===== config.mk =====
export PLATFORM = sky130hd
export DESIGN_NAME = onehot_sw_encoder_flat
export DESIGN_NICKNAME = d
export VERILOG_FILES = /design/src/rtl/onehot_sw_encoder_pkg.sv /design/src/rtl/onehot_sw_encoder_if.sv /design/src/rtl/onehot_sw_encoder_sw_debounce.sv /design/src/rtl/onehot_sw_encoder.sv /design/src/flat_wrapper.sv
export SDC_FILE = /design/constraint.sdc
export NUM_CORES = 1
export LEC_CHECK = 0
export ABC_AREA = 1
export ABC_CLOCK_PERIOD_IN_PS = 21400
export CAP_MARGIN = 20
export CORE_UTILIZATION = 65
export CTS_BUF_LIST = sky130_fd_sc_hd__clkbuf_8
export DETAILED_ROUTE_END_ITERATION = 10
export PLACE_DENSITY = 0.85
export SLEW_MARGIN = 20
export SYNTH_ARGS = -nofsm -noshare
export SYNTH_HDL_FRONTEND = slang
export SYNTH_SLANG_ARGS = --single-unit

===== constraint.sdc =====
create_clock -name clk -period 21.4 [get_ports clk]
set_input_delay 4.28 -clock clk [delete_from_list [all_inputs] [get_ports clk]]
set_output_delay 4.28 -clock clk [all_outputs]
set_load 0.005 [all_outputs]

===== src/rtl/onehot_sw_encoder_pkg.sv =====
// Shared types and encoding helpers for the switch-bank encoder and the code-to-LED path.
package onehot_pkg;

  localparam int SW_WIDTH   = 15;
  localparam int CODE_WIDTH = 4;

  typedef logic [SW_WIDTH-1:0]   sw_t;
  typedef logic [CODE_WIDTH-1:0] code_t;

  typedef struct packed {
    code_t code;
    logic  err;
  } report_t;

  // Zero -> 0, single bit i -> i+1, anything with two or more bits -> err with code 0.
  function automatic report_t encode_pattern(input sw_t pat);
    report_t     r;
    int unsigned ones;
    r    = '0;
    ones = 0;
    for (int i = 0; i < SW_WIDTH; i++) begin
      if (pat[i]) begin
        ones   = ones + 1;
        r.code = code_t'(i + 1);
      end
    end
    if (ones > 1) begin
      r.code = '0;
      r.err  = 1'b1;
    end
    return r;
  endfunction

  function automatic sw_t code_to_led(input code_t c);
    sw_t led;
    led = '0;
    if (c != '0) begin
      led = sw_t'(1) << (c - code_t'(1));
    end
    return led;
  endfunction

endpackage


===== src/rtl/onehot_sw_encoder_if.sv =====
// Report handshake between the encoder (master) and its consumer (slave).
interface onehot_sw_encoder_if;
  import onehot_pkg::*;

  code_t bcdNum;
  logic  valid;
  logic  err;
  logic  ack;

  modport master (output bcdNum, output valid, output err, input  ack);
  modport slave  (input  bcdNum, input  valid, input  err, output ack);

endinterface


===== src/rtl/onehot_sw_encoder_sw_debounce.sv =====
// Two-flop synchronizer plus stability-window debouncer; pulses accept_o once per new stable pattern.
module sw_debounce
  import onehot_pkg::*;
#(
  parameter int WIDTH           = SW_WIDTH,
  parameter int DEBOUNCE_CYCLES = 1000000
) (
  input  logic             clk,
  input  logic             reset,
  input  logic [WIDTH-1:0] sw_i,
  output logic [WIDTH-1:0] pattern_o,
  output logic             accept_o
);

  localparam int              CNT_W   = $clog2(DEBOUNCE_CYCLES);
  localparam logic [CNT_W-1:0] CNT_MAX = CNT_W'(DEBOUNCE_CYCLES - 1);

  logic [WIDTH-1:0] sync1_q, sync2_q;
  logic [WIDTH-1:0] cand_q, cand_d;
  logic [WIDTH-1:0] last_q, last_d;
  logic [CNT_W-1:0] cnt_q, cnt_d;
  logic             stable;
  logic             accept;

  always_comb begin
    stable = (sync2_q == cand_q);
    accept = stable && (cnt_q == CNT_MAX) && (cand_q != last_q);
    cand_d = cand_q;
    cnt_d  = cnt_q;
    if (!stable) begin
      cand_d = sync2_q;
      cnt_d  = '0;
    end else if (cnt_q != CNT_MAX) begin
      cnt_d = cnt_q + CNT_W'(1);
    end
    // A bounce back to the already-reported pattern saturates silently here.
    last_d = accept ? cand_q : last_q;
  end

  always_ff @(posedge clk or posedge reset) begin
    if (reset) begin
      sync1_q <= '0;
      sync2_q <= '0;
      cand_q  <= '0;
      cnt_q   <= '0;
      last_q  <= '0;
    end else begin
      sync1_q <= sw_i;
      sync2_q <= sync1_q;
      cand_q  <= cand_d;
      cnt_q   <= cnt_d;
      last_q  <= last_d;
    end
  end

  assign pattern_o = cand_q;
  assign accept_o  = accept;

endmodule


===== src/rtl/onehot_sw_encoder.sv =====
// Debounces a 15-bit switch bank and reports its one-hot code through a valid/ack handshake.
module onehot_sw_encoder
  import onehot_pkg::*;
#(
  parameter int DEBOUNCE_CYCLES = 1000000
) (
  input  logic                       clk,
  input  logic                       reset,
  input  sw_t                        sw,
  onehot_sw_encoder_if.master        rpt
);

  sw_t     pattern;
  logic    accept;
  report_t enc;
  report_t rpt_q, rpt_d;
  logic    valid_q, valid_d;

  sw_debounce #(
    .WIDTH          (SW_WIDTH),
    .DEBOUNCE_CYCLES(DEBOUNCE_CYCLES)
  ) u_debounce (
    .clk      (clk),
    .reset    (reset),
    .sw_i     (sw),
    .pattern_o(pattern),
    .accept_o (accept)
  );

  assign enc = encode_pattern(pattern);

  // Latest acceptance wins over a pending or simultaneous ack.
  always_comb begin
    valid_d = valid_q;
    rpt_d   = rpt_q;
    if (accept) begin
      valid_d = 1'b1;
      rpt_d   = enc;
    end else if (valid_q && rpt.ack) begin
      valid_d = 1'b0;
    end
  end

  always_ff @(posedge clk or posedge reset) begin
    if (reset) begin
      valid_q <= 1'b0;
      rpt_q   <= '0;
    end else begin
      valid_q <= valid_d;
      rpt_q   <= rpt_d;
    end
  end

  assign rpt.bcdNum = rpt_q.code;
  assign rpt.err    = rpt_q.err;
  assign rpt.valid  = valid_q;

endmodule


===== src/flat_wrapper.sv =====
// flat-port wrapper written by rule: the top's interface ports become plain ports
module onehot_sw_encoder_flat import onehot_pkg::*;
#(
  parameter int DEBOUNCE_CYCLES = 1000000
)
  (clk, reset, sw, rpt_bcdNum, rpt_valid, rpt_err, rpt_ack);
  onehot_sw_encoder_if rpt_i ();
  input  logic clk;
  input  logic reset;
  input  sw_t sw;
  output wire logic [$bits(rpt_i.bcdNum)-1:0] rpt_bcdNum;
  output wire logic [$bits(rpt_i.valid)-1:0] rpt_valid;
  output wire logic [$bits(rpt_i.err)-1:0] rpt_err;
  input wire logic [$bits(rpt_i.ack)-1:0] rpt_ack;
  assign rpt_bcdNum = rpt_i.bcdNum;
  assign rpt_valid = rpt_i.valid;
  assign rpt_err = rpt_i.err;
  assign rpt_i.ack = rpt_ack;
  onehot_sw_encoder #(.DEBOUNCE_CYCLES(DEBOUNCE_CYCLES)) u_core (.clk(clk), .reset(reset), .sw(sw), .rpt(rpt_i));
endmodule

==> results of run 1 <==
-- per-stage QoR --
| stage | cell area [um^2] | hold WS, ps |
|---|---|---|
| 2_1_floorplan | 5490 | 331 |
| 3_3_place_gp | 5730 | 331 |
| 3_5_place_dp | 5730 | 335 |
| 4_1_cts | 5930 | 357 |
| 5_1_grt | 5940 | 362 |
| 6_report | 5940 | 353 |
-- final timing paths --
| check | start | to | slack, ps | cells past startpoint |
|---|---|---|---|---|
| worst min register to register | u_core.u_debounce.sync1_q[4] | u_core.u_debounce.sync2_q[4] | 350 | 0 |
| max in group asynchronous | reset | u_core.u_debounce.last_q[4] | 16460 | 3 |
| worst max-delay path | u_core.u_debounce.pattern_o[0] | u_core.rpt.bcdNum[1] | 12550 | 54 |
| worst max register to register | u_core.u_debounce.pattern_o[0] | u_core.rpt.bcdNum[1] | 12550 | 54 |
| min in group asynchronous | reset | u_core.u_debounce.sync2_q[6] | 4440 | 3 |
| worst min-delay path | u_core.u_debounce.sync1_q[4] | u_core.u_debounce.sync2_q[4] | 350 | 0 |
-- metal layers --
metal	track usage	up-vias
met3	0.0267	30
met4	0.141	0
met1	0.329	2061
li1	-	2243
met5	0	-
met2	0.460	106
-- power by group through the flow --
stage / clock network [mW] / logic [mW] / registers [mW]
final: 0.113 / 0.121 / 0.172
after global routing: 0.123 / 0.138 / 0.173
after CTS: 0.116 / 0.121 / 0.172
after detailed placement: 0 / 0.120 / 0.175
after global placement: 0 / 0.115 / 0.175
after floorplan: 0 / 0.104 / 0.172
-- sequential cells by signal, summed over array words and instances, names as in the netlist --
register and count:
u_core.u_debounce.cnt_q 20, u_core.rpt.err 1, u_core.u_debounce.last_q 15, u_core.u_debounce.sync1_q 15, u_core.u_debounce.sync2_q 15, u_core.rpt.bcdNum 4, u_core.rpt.valid 1, u_core.u_debounce.pattern_o 15
-- final cells by class --
class	instances	area, um^2
repair buffers	24	241
flip-flops and latches	86	2150
fillers	594	2280
well taps	105	131
multi-input cells	497	2850
clock buffers	9	124
clock inverters	7	78.8
inverters	96	362
-- worst reg2reg max path: cells and delay by family, from the launching register on --
kind / cells / cell delay [ps]
adders and majority gates: 12 / 3540
DFF: 1 / 500
buffers and inverters: 9 / 690
and+or+nand+nor: 31 / 3590
AOI/OAI and AO/OA: 2 / 400
-- logic make-up (layout without fill, tap and decap cells) --
group,after synthesis,after routing,synth area share
and+or+nand+nor,396,396,0.377
buffers and inverters,128,136,0.0900
DFF,86,86,0.392
AOI/OAI and AO/OA,54,54,0.0547
xor gates and xnor gates,30,30,0.0478
adders and majority gates,17,17,0.0387
-- layout by cell type (no fill, tap or decap), types with 2 or more instances in the layout --
cell type / Yosys / routed
sky130_fd_sc_hd__a211oi_1: 2 / 2
sky130_fd_sc_hd__a21oi_1: 12 / 12
sky130_fd_sc_hd__clkbuf_8: 0 / 9
sky130_fd_sc_hd__clkdlybuf4s50_1: 0 / 23
sky130_fd_sc_hd__clkinv_2: 0 / 2
sky130_fd_sc_hd__clkinv_4: 0 / 2
sky130_fd_sc_hd__dfrtp_1: 86 / 86
sky130_fd_sc_hd__ha_1: 17 / 17
sky130_fd_sc_hd__inv_1: 90 / 89
sky130_fd_sc_hd__inv_2: 6 / 6
sky130_fd_sc_hd__inv_6: 0 / 3
sky130_fd_sc_hd__nand2_1: 163 / 163
sky130_fd_sc_hd__nand2_2: 35 / 35
sky130_fd_sc_hd__nand2_4: 13 / 13
sky130_fd_sc_hd__nand3_1: 46 / 46
sky130_fd_sc_hd__nand3_2: 19 / 19
sky130_fd_sc_hd__nand3_4: 3 / 3
sky130_fd_sc_hd__nand3b_1: 8 / 8
sky130_fd_sc_hd__nand3b_2: 3 / 3
sky130_fd_sc_hd__nand4_1: 7 / 7
sky130_fd_sc_hd__nor2_1: 56 / 56
sky130_fd_sc_hd__nor2_2: 10 / 10
sky130_fd_sc_hd__nor3_1: 15 / 15
sky130_fd_sc_hd__nor3_2: 2 / 2
sky130_fd_sc_hd__nor4_1: 7 / 7
sky130_fd_sc_hd__o21ai_0: 30 / 30
sky130_fd_sc_hd__o22ai_1: 3 / 3
sky130_fd_sc_hd__or2_2: 7 / 7
sky130_fd_sc_hd__xnor2_1: 15 / 15
sky130_fd_sc_hd__xor2_1: 15 / 15
==> run metrics, run 1 <==
count of flip-flops with a built-in enable after synthesis=0; Synth-to-Final Area Change=8.06%; IO Pins=24; critical path's top delay family=simple AND/OR/NAND/NOR gates; worst min-delay path class=reg2reg; remaining antenna violation count=0; fmax=113 MHz; Synth Cell Area=5490 um^2; Syn. warnings=0; total count of hold-check failures in the final report=0; Post-synth ARST share=1.00; dominant cells by area after synthesis=sky130_fd_sc_hd__dfrtp_1, sky130_fd_sc_hd__nand2_1, sky130_fd_sc_hd__inv_1; initial core utilization=0.668; Final Worst Setup Slack=12550 ps; Clock Tree Buf Depth=2; worst-skew pair later-pin latency=350 ps; floorplan die area=8820 um^2; die outline height=93.9 um; highest cell delay on the worst timing path=500 ps; number of antenna violations at the first check in global routing=0; number of design-rule violations left by the first detailed-router iteration=245; TritonCTS clock tree=yes; final core occ=0.722; clock transition at the registers of the reported paths=90 ps; core box area=8220 um^2; total of flip-flops plus latches after synthesis=86; row count=33; layout cells sized above 1=0.164; data required time at the worst endpoint=21650 ps; most repeated cell in the gate-level netlist after synthesis=sky130_fd_sc_hd__nand2_1; CTS resizes=0; portion of the post-synthesis area used by sequential elements=0.392; relative contribution of the clock network to total power=0.279; count of input and output buffers=23; Internal Pwr Total=0.264 mW; CTS hold repair buffers=0; Switching Power=0.142 mW; Maximum Capacitance Violations=0; pin count of the biggest net entering global routing=87; master of the slowest instance on the critical path=sky130_fd_sc_hd__dfrtp_1; post-route met1 wirelength=4630 um; maximum fanout along the worst path=6; Power, Total=0.406 mW; global-route wire length before repair=18500 um; grt ovf=0; Routed WL=10400 um; met3 WL=301 um; Synth top cells by count=sky130_fd_sc_hd__nand2_1, sky130_fd_sc_hd__inv_1, sky130_fd_sc_hd__dfrtp_1; slew at the pin closest to its max-slew limit=955 ps; Net count, final=749; distinct cell type count after synthesis=38; final setup violation count=0; Worst EP arrival=9100 ps; proportion of total power due to net switching=0.349; unrepaired setup endpoints after global routing=no; detailed-route vias per instance=5.39; sort of element at the start of the critical path=register; relative slew slack=0.362; Die X-Extent=93.9 um; Vias=4440; Placed Cells=808; total clock sinks=86; maximum VDD drop=0.0910 mV; synthesized area divided by synthesized cell count=7.73 um^2; library cell appearing most often on the critical path=sky130_fd_sc_hd__nand2_1; post-route non-filler standard cell count=824; global-route usage over all layers=0.266; H-tree depth reported by CTS=3; worst setup skew after layout=9.86 ps; drt wl/cell=12.7 um; vias in the first global route=4341; highest signal layer in the routed design=met4; main flop type after synthesis=sky130_fd_sc_hd__dfrtp_1; antenna fix cells=0; Setup Buffers After CTS=0; Leak=2.91 nW; final cycle utilization of the critical path=0.414; syn_nets=746; final RePlAce weighted congestion=0.899; Setup Crit Path Kind=reg2reg; shortest clock period the worst path allows after layout=8850 ps; setup total negative slack=0 ps; total count of max-transition violations in the final report=0; cell at the root of the clock tree=sky130_fd_sc_hd__clkbuf_8; sequential cell fraction of total power=0.424; cell type with the highest aggregate area in the netlist=sky130_fd_sc_hd__dfrtp_1; combinational group share of total power=0.297; 1st-pass router iterations=5; result of the run=completed; Yosys top cell area share=0.392; post-route DRC violation count=0; total buffers and inverters traversed by the critical path=9; total clock buffers created by CTS=9; detailed-placement wirelength estimate=7900 um; Mapped Cells=711; type of destination of the critical path=register; met2 routed wirelength=5140 um; Pwr per Cell Area=68.4 nW/um^2; worst slack after detailed placement=12600 ps
(Power assumes the default switching activity.)
==> run 2: changes to the inputs <==
- ABC_CLOCK_PERIOD_IN_PS: 21400 -> 8600
- CORE_UTILIZATION: 65 -> 63
- PLACE_DENSITY: 0.85 -> 0.82
- clock period: 21.4 -> 8.6 ns (I/O delays scaled with it)
==> run 2 against run 1 <==
  * Clock power up 140%
  * Count of clock-buffer cells in the layout unchanged
  * Sequential share of layout area down 0.55 points
  * First-iteration DRC count up 10%
  * Largest cell class unchanged
==> run metrics, run 2 (synthesis results as in run 1) <==
result of the run=completed; total count of hold-check failures in the final report=0; TritonCTS clock tree=yes; library cell appearing most often on the critical path=sky130_fd_sc_hd__nand2_1; row count=33; Switching Power=0.371 mW; type of destination of the critical path=register; detailed-placement wirelength estimate=7540 um; layout cells sized above 1=0.195; relative slew slack=0.345; data required time at the worst endpoint=8850 ps; number of design-rule violations left by the first detailed-router iteration=270; die outline height=95.4 um; relative contribution of the clock network to total power=0.268; slew at the pin closest to its max-slew limit=980 ps; fmax=124 MHz; Maximum Capacitance Violations=0; IO Pins=24; Leak=2.92 nW; global-route usage over all layers=0.246; 1st-pass router iterations=5; Routed WL=10200 um; Worst EP arrival=8320 ps; maximum fanout along the worst path=6; grt ovf=0; maximum VDD drop=0.155 mV; hold slack final=347 ps; final RePlAce weighted congestion=0.896; core box area=8340 um^2; Synth-to-Final Area Change=9.86%; leading cell type in the layout, fill and taps excluded=sky130_fd_sc_hd__nand2_1; Clock Tree Buf Depth=2; Net count, final=753; vias in the first global route=4213; Die X-Extent=95.4 um; pin count of the biggest net entering global routing=87; drt wl/cell=12.4 um; Vias=4412; antenna fix cells=0; combined area of the multi-input logic cells=2910 um^2; total count of max-transition violations in the final report=0; final cycle utilization of the critical path=0.938; post-route DRC violation count=0; final-layout fill cell count=622; sort of element at the start of the critical path=register; post-route non-filler standard cell count=828; setup slack, reg-to-reg=530 ps; proportion of total power due to net switching=0.366; Internal Pwr Total=0.643 mW; reg-to-reg startpoint=u_core.u_debounce.pattern_o[1]; clock transition at the registers of the reported paths=100 ps; combinational group share of total power=0.310; global-route wire length before repair=17600 um; count of input and output buffers=23; highest cell delay on the worst timing path=480 ps; instance count along the most critical hold path=0; total clock sinks=86; shortest clock period the worst path allows after layout=8070 ps; Setup Crit Path Kind=reg2reg; final core occ=0.724; endpoint of the worst hold path=u_core.u_debounce.sync2_q[4]; most flop-heavy register=u_core.u_debounce.cnt_q; launch instance of the worst min-delay path=u_core.u_debounce.sync1_q[4]; final setup violation count=0; floorplan die area=9100 um^2; worst-skew pair later-pin latency=360 ps; number of cells on the worst reg-to-reg path=51; FF-to-FF End=u_core.rpt.err; total clock buffers created by CTS=9; highest-count cells in the layout ignoring fill and taps=sky130_fd_sc_hd__nand2_1, sky130_fd_sc_hd__inv_1, sky130_fd_sc_hd__dfrtp_1; detailed-route vias per instance=5.33; initial core utilization=0.659; master of the slowest instance on the critical path=sky130_fd_sc_hd__dfrtp_2; H-tree depth reported by CTS=3; number of antenna violations at the first check in global routing=0; cell at the root of the clock tree=sky130_fd_sc_hd__clkbuf_8; sequential cell fraction of total power=0.422; flip-flop count of the largest register, all copies and words added=20; worst min-delay path class=reg2reg; remaining antenna violation count=0; Placed Cells=808; Pwr per Cell Area=168 nW/um^2; worst setup skew after layout=13.1 ps; Register Area=2150 um^2
==> run 2: changes by cell type in the layout (fill, tap and decap cells not counted), moves of 3 or more <==
cell	delta
sky130_fd_sc_hd__nand2_1	-8
sky130_fd_sc_hd__nand2_2	+8
sky130_fd_sc_hd__buf_4	+4
sky130_fd_sc_hd__inv_1	-3
sky130_fd_sc_hd__inv_8	+3
sky130_fd_sc_hd__o21ai_0	-3
==> run 2: power by group through the flow <==
stage	clock [mW]	combinational, mW	sequential (mW)
after floorplan	0	0.260	0.427
after global placement	0	0.286	0.435
after detailed placement	0	0.297	0.436
after CTS	0.281	0.299	0.428
after global routing	0.299	0.357	0.430
final	0.272	0.314	0.428
==> run 2: critical path: cells and delay by family, from the launching register on <==
kind	cells	cell delay, ps
adder cells (fa/ha/maj)	12	3280
AND/OR/NAND/NOR	27	3130
flip-flops	1	480
AO/OA/AOI/OAI	5	620
buffers and inverters	7	440
==> run 2: area by class of cell <==
class	count	share of cell area
Clock inverter	7	0.0124
Tap cell	105	0.0218
Timing Repair Buffer	28	0.0450
Multi-Input combinational cell	497	0.483
Clock buffer	9	0.0205
Inverter	96	0.0603
Sequential cell	86	0.357
==> run 2: worst max-delay path by stage <==
stage	startpoint	end
finish	u_core.u_debounce.pattern_o[1]	u_core.rpt.err
global route	u_core.u_debounce.pattern_o[1]	u_core.rpt.err
CTS	u_core.u_debounce.pattern_o[0]	u_core.rpt.bcdNum[3]
detailed placement	u_core.u_debounce.pattern_o[0]	u_core.rpt.bcdNum[1]
global placement	u_core.u_debounce.pattern_o[0]	u_core.rpt.err
floorplan	u_core.u_debounce.pattern_o[0]	u_core.rpt.bcdNum[1]
==> run 2: routing by layer <==
layer / share of wire / global-route usage
met1: 0.45 / 0.305
met2: 0.51 / 0.438
met3: 0.025 / 0.0375
met4: 0.011 / 0.0796
met5: 0 / 0
==> run 2: repair_timing <==
item                       in CTS  in global routing
buffers inserted                0                  4
setup endpoints to repair       5                  5
pin swaps                       0                  7
hold buffers                    0                  0
gates resized for setup         3                 21
==> run 2: through the flow <==
| stage | setup TNS [ps] | power (mW) | setup WS (ps) | cell area, um^2 |
|---|---|---|---|---|
| finish | 0 | 1.01 | 530 | 6030 |
| global route | -28.6 | 1.09 | -26.2 | 6030 |
| CTS | 0 | 1.01 | 54.2 | 5930 |
| detailed placement | -362 | 0.733 | -85.1 | 5730 |
| global placement | 0 | 0.721 | 251 | 5730 |
| floorplan | 0 | 0.687 | 602 | 5490 |
==> run 3: changes to the inputs <==
- ABC_CLOCK_PERIOD_IN_PS: 8600 -> 7100
- CORE_UTILIZATION: 63 -> 57
- PLACE_DENSITY: 0.82 -> 0.79
- clock period: 8.6 -> 7.1 ns (I/O delays scaled with it)
==> run 3 against run 2 <==
  * The flow now finishes with violations (negative setup slack)
  * Count of clock-buffer cells in the layout up 1
  * First-iteration DRC count up 110%
  * Die area up 10%
  * Non-clock buffer count up 92
  * Sequential share of layout area down 6.5 points
  * Sequential power up 22%
  * Clock skew up 13 ps
  * Critical path type unchanged
  * Largest cell class unchanged
  * Largest power group is now combinational cells
  * Highest routed layer unchanged
==> run metrics, run 3 (synthesis results as in run 1) <==
result of the run=complete, but fails checks; violated checks=negative setup slack; Synth-to-Final Area Change=34.6%; highest cell delay on the worst timing path=450 ps; clock transition at the registers of the reported paths=110 ps; count of input and output buffers=23; detailed-placement wirelength estimate=8010 um; detailed-route vias per instance=5.71; grt ovf=0; slew at the pin closest to its max-slew limit=1040 ps; core box area=9280 um^2; layout cells sized above 1=0.377; flip-flop count of the largest register, all copies and words added=20; antenna fix cells=0; H-tree depth reported by CTS=3; leading cell type in the layout, fill and taps excluded=sky130_fd_sc_hd__nand2_1; post-route non-filler standard cell count=944; highest-count cells in the layout ignoring fill and taps=sky130_fd_sc_hd__nand2_1, sky130_fd_sc_hd__buf_4, sky130_fd_sc_hd__dfrtp_1; relative slew slack=0.305; most flop-heavy register=u_core.u_debounce.cnt_q; cell at the root of the clock tree=sky130_fd_sc_hd__clkbuf_8; Vias=5391; 1st-pass router iterations=5; TritonCTS clock tree=yes; worst setup skew after layout=26.0 ps; total count of max-transition violations in the final report=0; Worst EP arrival=7740 ps; worst min-delay path class=reg2reg; post-route met1 wirelength=6110 um; global-route usage over all layers=0.304; sort of element at the start of the critical path=register; total count of hold-check failures in the final report=0; Net count, final=845; post-route DRC violation count=0; die outline height=100 um; final cycle utilization of the critical path=1.06; Routed WL=16400 um; Leak=3.51 nW; number of antenna violations at the first check in global routing=0; met3 WL=1190 um; final RePlAce weighted congestion=0.893; vias in the first global route=5215; total clock buffers created by CTS=9; total clock sinks=86; Maximum Capacitance Violations=0; pin count of the biggest net entering global routing=87; met2 routed wirelength=7910 um; Placed Cells=853; number of design-rule violations left by the first detailed-router iteration=564; type of destination of the critical path=register; maximum fanout along the worst path=3; maximum VDD drop=0.203 mV; global-route wire length before repair=23800 um; shortest clock period the worst path allows after layout=7500 ps; worst-skew pair later-pin latency=360 ps; highest signal layer in the routed design=met4; master of the slowest instance on the critical path=sky130_fd_sc_hd__dfrtp_2; data required time at the worst endpoint=7340 ps; library cell appearing most often on the critical path=sky130_fd_sc_hd__nand2_4; drt wl/cell=17.4 um; IO Pins=24; final setup violation count=5; floorplan die area=10000 um^2; Setup Crit Path Kind=reg2reg; Pwr per Cell Area=226 nW/um^2; row count=35; initial core utilization=0.592; fmax=133 MHz; Die X-Extent=100 um; remaining antenna violation count=0; Final Worst Setup Slack=-400 ps; unrepaired setup endpoints after global routing=yes; Clock Tree Buf Depth=2; Power, Total=1.67 mW
[run 3: path summary, 6_finish.rpt]
| path | start | to | slack [ps] | cells after the start |
|---|---|---|---|---|
| min in group asynchronous | reset | u_core.u_debounce.sync1_q[4] | 1570 | 3 |
| setup / recovery | u_core.u_debounce.pattern_o[1] | u_core.rpt.err | -400 | 53 |
| hold reg to reg | u_core.u_debounce.sync1_q[7] | u_core.u_debounce.sync2_q[7] | 330 | 0 |
| hold / removal | u_core.u_debounce.sync1_q[7] | u_core.u_debounce.sync2_q[7] | 330 | 0 |
| setup reg to reg | u_core.u_debounce.pattern_o[1] | u_core.rpt.err | -400 | 53 |
| max in group asynchronous | reset | u_core.u_debounce.pattern_o[2] | 4990 | 3 |
[run 3: critical path: cells and delay by family (launching register included)]
| kind | cells | cell delay (ps) |
|---|---|---|
| and+or+nand+nor | 30 | 3240 |
| adders and majority gates | 12 | 2830 |
| buffers and inverters | 8 | 540 |
| DFF | 1 | 450 |
| AOI/OAI and AO/OA | 3 | 290 |
[run 3: per-stage QoR]
stage	utilization	hold WS [ps]	setup slack, ps	cell area [um^2]	TNS [ps]
final	0.796	330	-400	7390	-1850
after global routing	0.796	343	-542	7390	-2570
after CTS	0.756	338	-113	7020	-540
after detailed placement	0.646	335	-420	6000	-1940
after global placement	0.646	333	2.42	6000	0
after floorplan	-	331	0.196	5580	0
[run 3: power by group]
part	switching [mW]	total [mW]	internal, mW
Combinational	0.431	0.781	0.351
Clock	0.192	0.370	0.178
Sequential	0.0188	0.521	0.502
[run 3: layer usage]
| metal | GRT usage | vias up |
|---|---|---|
| met2 | 0.522 | 330 |
| met4 | 0.187 | 0 |
| li1 | - | 2434 |
| met3 | 0.0522 | 123 |
| met5 | 0 | - |
| met1 | 0.357 | 2504 |
[run 3: timing repair]
item | CTS | global route
gates cloned | 0 | 0
endpoints found under the setup margin | 5 | 5
pin swaps | 61 | 68
gates resized for setup | 62 | 80
buffers inserted | 75 | 13
hold buffers | 0 | 0
[run 3: cell type report]
type,instances,area [um^2]
Sequential cell,86,2160
Tap cell,129,161
Timing Repair Buffer,120,988
Clock buffer,10,138
Clock inverter,6,75.1
Multi-Input combinational cell,497,3500
Inverter,96,372
Fill cell,566,1890
